--- src/rtl/i2s_audio_transmitter_pkg.sv ---
// Shared I2S framing constants and the stereo sample type used by the transmitter
// and receiver sides.
package i2s_pkg;

    localparam int i2s_frame_bits = 64;
    localparam int i2s_slot_bits  = 32;

    typedef struct packed {
        logic [31:0] left;
        logic [31:0] right;
    } i2s_stereo_t;

    // Left-justify a w-bit sample in its 32-bit slot so the MSB always leads the slot.
    function automatic logic [31:0] i2s_align(input logic [31:0] s, input int w);
        return s << (i2s_slot_bits - w);
    endfunction

endpackage

--- src/rtl/i2s_audio_transmitter_if.sv ---
// Parallel sample-side handshake of the I2S transmitter: a stereo pair offered with
// valid/ready, plus the underrun status pulse.
interface i2s_audio_transmitter_if #(
    parameter int w_sample = 24
) ();
    logic [w_sample-1:0] left;
    logic [w_sample-1:0] right;
    logic                in_valid;
    logic                in_ready;
    logic                underrun;

    modport master (output left, output right, output in_valid, input in_ready, input underrun);
    modport slave  (input left, input right, input in_valid, output in_ready, output underrun);
endinterface

--- src/rtl/i2s_audio_transmitter_sck_gen.sv ---
// Bit-clock divider: registered 50% duty sck plus a one-clk tick on the clock edge
// where sck goes 1->0.
module i2s_sck_gen #(
    parameter int clk_div = 16
) (
    input  logic clk,
    input  logic rst,
    output logic sck,
    output logic fall_tick
);
    localparam int             DW       = (clk_div > 1) ? $clog2(clk_div) : 1;
    localparam logic [DW-1:0]  DIV_LAST = DW'(clk_div - 1);
    localparam logic [DW-1:0]  DIV_HALF = DW'(clk_div / 2);

    logic [DW-1:0] div_cnt_q, div_cnt_d;
    logic          sck_q, sck_d;

    // sck is registered from the next count so it lines up with div_cnt_q.
    always_comb begin
        div_cnt_d = (div_cnt_q == DIV_LAST) ? '0 : div_cnt_q + DW'(1);
        sck_d     = (div_cnt_d >= DIV_HALF);
    end

    always_ff @(posedge clk) begin
        if (rst) begin
            div_cnt_q <= '0;
            sck_q     <= 1'b0;
        end else begin
            div_cnt_q <= div_cnt_d;
            sck_q     <= sck_d;
        end
    end

    assign sck       = sck_q;
    assign fall_tick = (div_cnt_q == DIV_LAST);
endmodule

--- src/rtl/i2s_audio_transmitter.sv ---
// I2S master transmitter: serialises a single-entry holding register of stereo
// samples onto sck/ws/sd, 64 sck per frame, sending zeros on underrun.
module i2s_audio_transmitter
    import i2s_pkg::*;
#(
    parameter int clk_div  = 16,
    parameter int w_sample = 24
) (
    input  logic                    clk,
    input  logic                    rst,
    i2s_audio_transmitter_if.slave  src,
    output logic                    sck,
    output logic                    ws,
    output logic                    sd
);
    localparam int              FB_W     = $clog2(i2s_frame_bits);
    localparam logic [FB_W-1:0] LAST_BIT = FB_W'(i2s_frame_bits - 1);

    logic fall_tick;

    i2s_sck_gen #(.clk_div(clk_div)) u_sck_gen (
        .clk       (clk),
        .rst       (rst),
        .sck       (sck),
        .fall_tick (fall_tick)
    );

    logic [FB_W-1:0]           bit_cnt_q, bit_cnt_d, ws_idx;
    logic                      ws_q, ws_d;
    logic [i2s_frame_bits-1:0] shift_q, shift_d;
    i2s_stereo_t               hold_q, hold_d;
    logic                      hold_valid_q, hold_valid_d;
    logic                      underrun_q, underrun_d;
    logic                      frame_start, accept;

    assign frame_start = fall_tick && (bit_cnt_q == LAST_BIT);
    assign accept      = src.in_valid && !hold_valid_q;

    always_comb begin
        bit_cnt_d    = bit_cnt_q;
        ws_d         = ws_q;
        shift_d      = shift_q;
        hold_d       = hold_q;
        hold_valid_d = hold_valid_q;
        underrun_d   = 1'b0;
        // ws tracks the bit after the one being entered, so it leads data by one sck.
        ws_idx       = bit_cnt_q + FB_W'(2);
        if (fall_tick) begin
            bit_cnt_d = bit_cnt_q + FB_W'(1);
            ws_d      = ws_idx[FB_W-1];
            shift_d   = {shift_q[i2s_frame_bits-2:0], 1'b0};
        end
        if (frame_start) begin
            if (hold_valid_q) shift_d = hold_q;
            else              shift_d = '0;
            underrun_d   = !hold_valid_q;
            hold_valid_d = 1'b0;
        end
        // Applied after the frame-start clear so a colliding accept is kept for next frame.
        if (accept) begin
            hold_d.left  = i2s_align(32'(src.left),  w_sample);
            hold_d.right = i2s_align(32'(src.right), w_sample);
            hold_valid_d = 1'b1;
        end
    end

    always_ff @(posedge clk) begin
        if (rst) begin
            bit_cnt_q    <= '0;
            ws_q         <= 1'b0;
            shift_q      <= '0;
            hold_q       <= '0;
            hold_valid_q <= 1'b0;
            underrun_q   <= 1'b0;
        end else begin
            bit_cnt_q    <= bit_cnt_d;
            ws_q         <= ws_d;
            shift_q      <= shift_d;
            hold_q       <= hold_d;
            hold_valid_q <= hold_valid_d;
            underrun_q   <= underrun_d;
        end
    end

    assign ws           = ws_q;
    assign sd           = shift_q[i2s_frame_bits-1];
    assign src.in_ready = !hold_valid_q;
    assign src.underrun = underrun_q;
endmodule

--- src/flat_wrapper.sv ---
// flat-port wrapper written by rule: the top's interface ports become plain ports
module i2s_audio_transmitter_flat import i2s_pkg::*;
#(
    parameter int clk_div  = 16,
    parameter int w_sample = 24
)
  (clk, rst, sck, ws, sd, src_left, src_right, src_in_valid, src_in_ready, src_underrun);
  i2s_audio_transmitter_if #(.w_sample(w_sample)) src_i ();
  input  logic clk;
  input  logic rst;
  output logic sck;
  output logic ws;
  output logic sd;
  input wire logic [$bits(src_i.left)-1:0] src_left;
  input wire logic [$bits(src_i.right)-1:0] src_right;
  input wire logic [$bits(src_i.in_valid)-1:0] src_in_valid;
  output wire logic [$bits(src_i.in_ready)-1:0] src_in_ready;
  output wire logic [$bits(src_i.underrun)-1:0] src_underrun;
  assign src_i.left = src_left;
  assign src_i.right = src_right;
  assign src_i.in_valid = src_in_valid;
  assign src_in_ready = src_i.in_ready;
  assign src_underrun = src_i.underrun;
  i2s_audio_transmitter #(.clk_div(clk_div), .w_sample(w_sample)) u_core (.clk(clk), .rst(rst), .src(src_i), .sck(sck), .ws(ws), .sd(sd));
endmodule
--- config.mk ---
export PLATFORM = sky130hd
export DESIGN_NAME = i2s_audio_transmitter_flat
export DESIGN_NICKNAME = d
export VERILOG_FILES = /design/src/rtl/i2s_audio_transmitter_pkg.sv /design/src/rtl/i2s_audio_transmitter_if.sv /design/src/rtl/i2s_audio_transmitter_sck_gen.sv /design/src/rtl/i2s_audio_transmitter.sv /design/src/flat_wrapper.sv
export SDC_FILE = /design/constraint.sdc
export NUM_CORES = 1
export LEC_CHECK = 0
export CELL_PAD_IN_SITES_DETAIL_PLACEMENT = 1
export CELL_PAD_IN_SITES_GLOBAL_PLACEMENT = 2
export CORE_MARGIN = 2
export CORE_UTILIZATION = 33
export DETAILED_ROUTE_END_ITERATION = 8
export GPL_ROUTABILITY_DRIVEN = 0
export MAX_ROUTING_LAYER = met4
export PLACE_DENSITY_LB_ADDON = 0.1
export REMOVE_ABC_BUFFERS = 1
export SYNTH_ARGS = -nofsm -noshare
export SYNTH_HDL_FRONTEND = slang
export SYNTH_SLANG_ARGS = --single-unit
--- constraint.sdc ---
create_clock -name clk -period 1.9 [get_ports clk]
set_clock_uncertainty 0.1 [all_clocks]
set_input_delay 0.285 -clock clk [delete_from_list [all_inputs] [get_ports clk]]
set_output_delay 0.285 -clock clk [all_outputs]
set_load 0.05 [all_outputs]
# After elaboration in Yosys (flattened, before gate mapping)
# Cells that the tools add are included.
# Widths: inputs -> output; s select.
# word_totals
n_memories	0
ram_bits	0
rom_bits	0
reg_bits	126
latchBits	0
# classes
n_bitwise	1
mul	0
n_eq_ne	2
n_reduce_logical	6
n_shift	0
n_lt_le_gt_ge	1
mux	6
div_mod_pow	0
addsub	3
# op_table
cell	count
$mux 64	3
$add 6x1->6 const B	1
$add 6x2->6 const B	1
$eq 6x6->1 const B	1
$add 4x1->4 const B	1
$eq 4x4->1 const B	1
$ge 4x4->1 const B	1
$mux 4	1
$reduce_bool 2->1	2
$logic_and 1x1->1	2
$mux 1	2
$reduce_or 2->1	1
$logic_not 1->1	1
$not 1->1	1

# Longest topological paths before layout
# depth
ltp_word	4
ltp_mapped	7
ltp_nobuf	4

# By module
# From an unflattened synthesis, not the netlist that was laid out.
# hier_totals
cells_unflattened	626
hier_area_um2	5202.5
# by_module_without_submodules
mod	seq_area_each_um2	cells_per_inst	area_each_um2	n_inst
i2s_audio_transmitter	2262.2	609	5018.6	1
i2s_sck_gen	100.1	17	183.9	1

# Worst setup path after synthesis
# OpenSTA, ideal clock, no wires.
# synth_timing
path_kind	register to register
startpoint	reg u_core.u_sck_gen.div_cnt_q[0]
endpoint	reg u_core.shift_q[53]
setup_slack_ns	0.225
t_required_ns	1.672
t_arrival_ns	1.447
setup_time_ns	0.128
stages_incl_launch_ff	7
path_buffers	2
period_less_slack_ns	1.675
cell_sequence	dfxtp_1 > ha_1 > nand4_2 > clkbuf_1 > buf_2 > o211ai_1 > o211ai_2
# synth_between
elab_chain_cells	3
word_cells_on_any_way	4
# synth_rtl
element	line_no	rtl
start, declared	i2s_audio_transmitter_sck_gen.sv:15	logic [DW-1:0] div_cnt_q, div_cnt_d;
start signal, assigned	i2s_audio_transmitter_sck_gen.sv:29	div_cnt_q <= div_cnt_d;
$eq 4x4->1 (*)	i2s_audio_transmitter_sck_gen.sv:35	assign fall_tick = (div_cnt_q == DIV_LAST);
$logic_and 1x1->1	i2s_audio_transmitter.sv:36	assign frame_start = fall_tick && (bit_cnt_q == LAST_BIT);
$mux 64 / $reduce_bool 2->1 (equally long branches)	n/a	
end signal, assigned	i2s_audio_transmitter.sv:78	shift_q <= shift_d;
end, declared	i2s_audio_transmitter.sv:30	logic [i2s_frame_bits-1:0] shift_q, shift_d;
# Mark *: on every way between the ends. The rest lies on a longest branch, timed or not.
# A chain may end at the register's enable or synchronous reset.

# Final worst setup path
# layout_timing
startpoint	reg u_core.hold_valid_q
endpoint	out src_in_ready
# layout_between
elab_chain_cells	1
# layout_rtl
element	line_no	rtl
start, declared	i2s_audio_transmitter.sv:32	logic hold_valid_q, hold_valid_d;
start signal, assigned	i2s_audio_transmitter.sv:80	hold_valid_q <= hold_valid_d;
$logic_not 1->1	i2s_audio_transmitter.sv:87	assign src.in_ready = !hold_valid_q;
end, declared	flat_wrapper.sv:17	output wire logic [$bits(src_i.in_ready)-1:0] src_in_ready;
# Every way passes these cells.

==> results.yml <==
sta:
  fmax_ghz: 0.5535
  rsz0062_at_grt: "no"
  final_max_slew_viol_count: 0
  setup_viol_count_final: 0
  relSlewSlack_pct: 67.51
  worst_pin_slew_ns: 0.4892
  period_needed_ns: 1.807
  fin_ws_ns: 0.09341
  hold_violations: 0
  min_period_over_period_pct: 95.08
  fin_tns_setup_ns: 0
clock_network:
  cts_tree: "built"
  htreeDepth: 4
  cts_setup_buffers: 0
  clk_pin_slew_worst_paths_ns: 0.06
  clock_sink_count: 118
  insertion_delay_ns: 0.42
  ctsRootBufferMaster: "clkbuf_16"
  cts_max_path_buffers: 2
  cts-buffers-inserted: 17
yosys:
  netlist-cell-type-count: 31
  synth_edf_count: 0
  ys_ff_latch: 118
  yosysTopAreaCell: "dfxtp_1"
  syn_inst: 588
  avgSynthCellArea_um2: 8.352
  synth_async_sr_flop_share_pct: 0
  synth_common_cells: "155 x nand2_1, 118 x dfxtp_1, 83 x o211ai_1, 63 x a21oi_1, 49 x nand3_1"
  yosys-top-cells-area: "dfxtp_1 48%, o211ai_1 13%, nand2_1 12%, a21oi_1 6.4%, nand3_1 5.0%"
  synth_top_cell_area_share_pct: 48.10
  synth_most_common_cell: "nand2_1"
  ys_seq_area_share_pct: 48.10
  ys_warn_count: 0
  synth_ff_type: "dfxtp_1"
  synth_area_mm2: 0.004911
setup_path:
  arrival_ns: 1.42
  crit_path_max_fanout: 15
  critical_path_class: "reg -> out"
  endpoint_kind: "primary output"
  required_ns: 1.51
  crit_path_start_kind: "flip-flop"
worst_hold_path:
  hp-class: "in -> reg"
power_and_ir_drop:
  power_density_mw_per_mm2: 1025
  total_leakage_power_nw: 2.161
  total_power_mw: 6.524
  ir_drop_v: 0.0006428
final_layout:
  fin_nets: 678
  drive_above_1_share_pct: 13.95
  instances_no_fill: 822
  nFillCells: 1673
  areaGrowthSynthToFinish_pct: 29.66
  num_antenna_cells: 0
job:
  cap_violations: 0
global_routing:
  gr-usage-met1_pct: 22.69
  grt_pass1_vias: 4445
  grt_max_degree: 50
  grt_pass1_wl_um: 22280
  grt_usage_pct: 17.80
  grt_busiest_layer: "met2"
  grt_use_met2_pct: 27.67
  antenna_found_initial: 0
  grt_use_met3_pct: 4.418
  overflow: 0
floorplan:
  die_w_um: 126.0
  die_h_um: 126.0
  rows: 44
  start_util_pct: 33.79
  die_area_mm2: 0.01587
  core_mm2: 0.01453
  ios: 56
drt:
  avgRoutedWirePerCell_um: 15.85
  finalWirelength_um: 13030
  viasPerCell: 5.223
  drc: 0
  final_antenna_net_count: 0
  drt-initial-drc-count: 179
  via_count: 4293
  first_pass_iters: 4
placement:
  hpwl_um: 7922
  dpl_worst_slack_ns: 0.05144
  port_buffers: 55
  dp.cells: 790
outcome:
  run_status: "finished, final reports clean"
==> timing repair <==
action,CTS,global route
resized for setup,2,1
pin swaps,0,0
setup endpoints to repair,2,36
hold buffers,0,0
==> final cells by class <==
class	instances	area, µm²	area share, %
Sequential cell	118	2364	37.12
Multi-Input combinational cell	406	2295	36.04
Timing Repair Buffer	78	808.3	12.69
Clock buffer	19	452.9	7.113
Tap cell	184	230.2	3.616
Clock inverter	13	202.7	3.183
Inverter	4	15.01	0.2358
==> cells by family after synthesis <==
kind of cell	synth area share [%]
adder cells (fa/ha/maj)	0.5095
AND/OR/NAND/NOR	19.87
XOR/XNOR	0.7135
buffers and inverters	5.809
flip-flops	48.10
AO/OA/AOI/OAI	24.54
multiplexers	0.4586
==> placed cells by master (no fill, tap or decap), types with 3 or more instances in the layout <==
cell type and n:
nand4_1 3, buf_12 8, nand3_1 49, clkinv_2 3
nand2_1 155, clkinvlp_4 5, inv_1 4, o211ai_1 83
bufinv_16 5, o21ai_0 3, o211ai_2 19, a21oi_1 63
nor2b_1 3, nor2_1 6, clkbuf_16 17, clkdlybuf4s50_1 49
dfxtp_1 117, buf_4 18
==> power by group <==
group	total (mW)	switching (mW)	internal, mW
clock	3.56	1.17	2.39
combinational	0.371	0.194	0.177
sequential	2.59	0.0478	2.55
total	6.52	1.42	5.11
==> worst paths after layout <==
check / startpoint / endpoint / slack (ns) / cells past startpoint
worst max register to register: u_core.u_sck_gen.div_cnt_q[0]$_SDFF_PP0_ / u_core.shift_q[31]$_SDFFE_PP0P_ / 0.13 / 5
worst max-delay path: u_core.hold_valid_q$_SDFFE_PP0P_ / src_in_ready / 0.09 / 3
worst min register to register: u_core.hold_q[57]$_SDFFE_PP0P_ / u_core.hold_q[57]$_SDFFE_PP0P_ / 0.35 / 2
worst min-delay path: rst / u_core.bit_cnt_q[4]$_SDFFE_PP0N_ / 0.22 / 3
==> metal layers <==
layer	wire length, µm	vias up
met5	0	-
met4	199	0
met3	366	17
met2	6119	51
met1	6339	2077
li1	-	2148
==> metrics by stage <==
stage                     cell area (µm²)  util (%)  hold slack, ns
after floorplan                      4641         -          0.2541
after CTS                            6365     43.79          0.2113
final                                6367     43.81          0.2201
after detailed placement             5712     39.30          0.3492
after global placement               5712     39.30          0.3430
after global routing                 6367     43.81          0.2265
==> state kept, by name, indices dropped and copies added (netlist names) <==
signal,count
u_core.hold_valid_q,1
u_core.src.underrun,1
u_core.hold_q,48
u_core.u_sck_gen.sck,1
u_core.u_sck_gen.div_cnt_q,4
u_core.ws,1
u_core.shift_q,56
u_core.bit_cnt_q,6
==> worst max-delay path, stage by stage, from the launching register on <==
cell and delay, ns:
dfxtp_2 0.48, buf_4 0.27, inv_1 0.06, buf_4 0.19
Power figures use the tool's default switching activity.
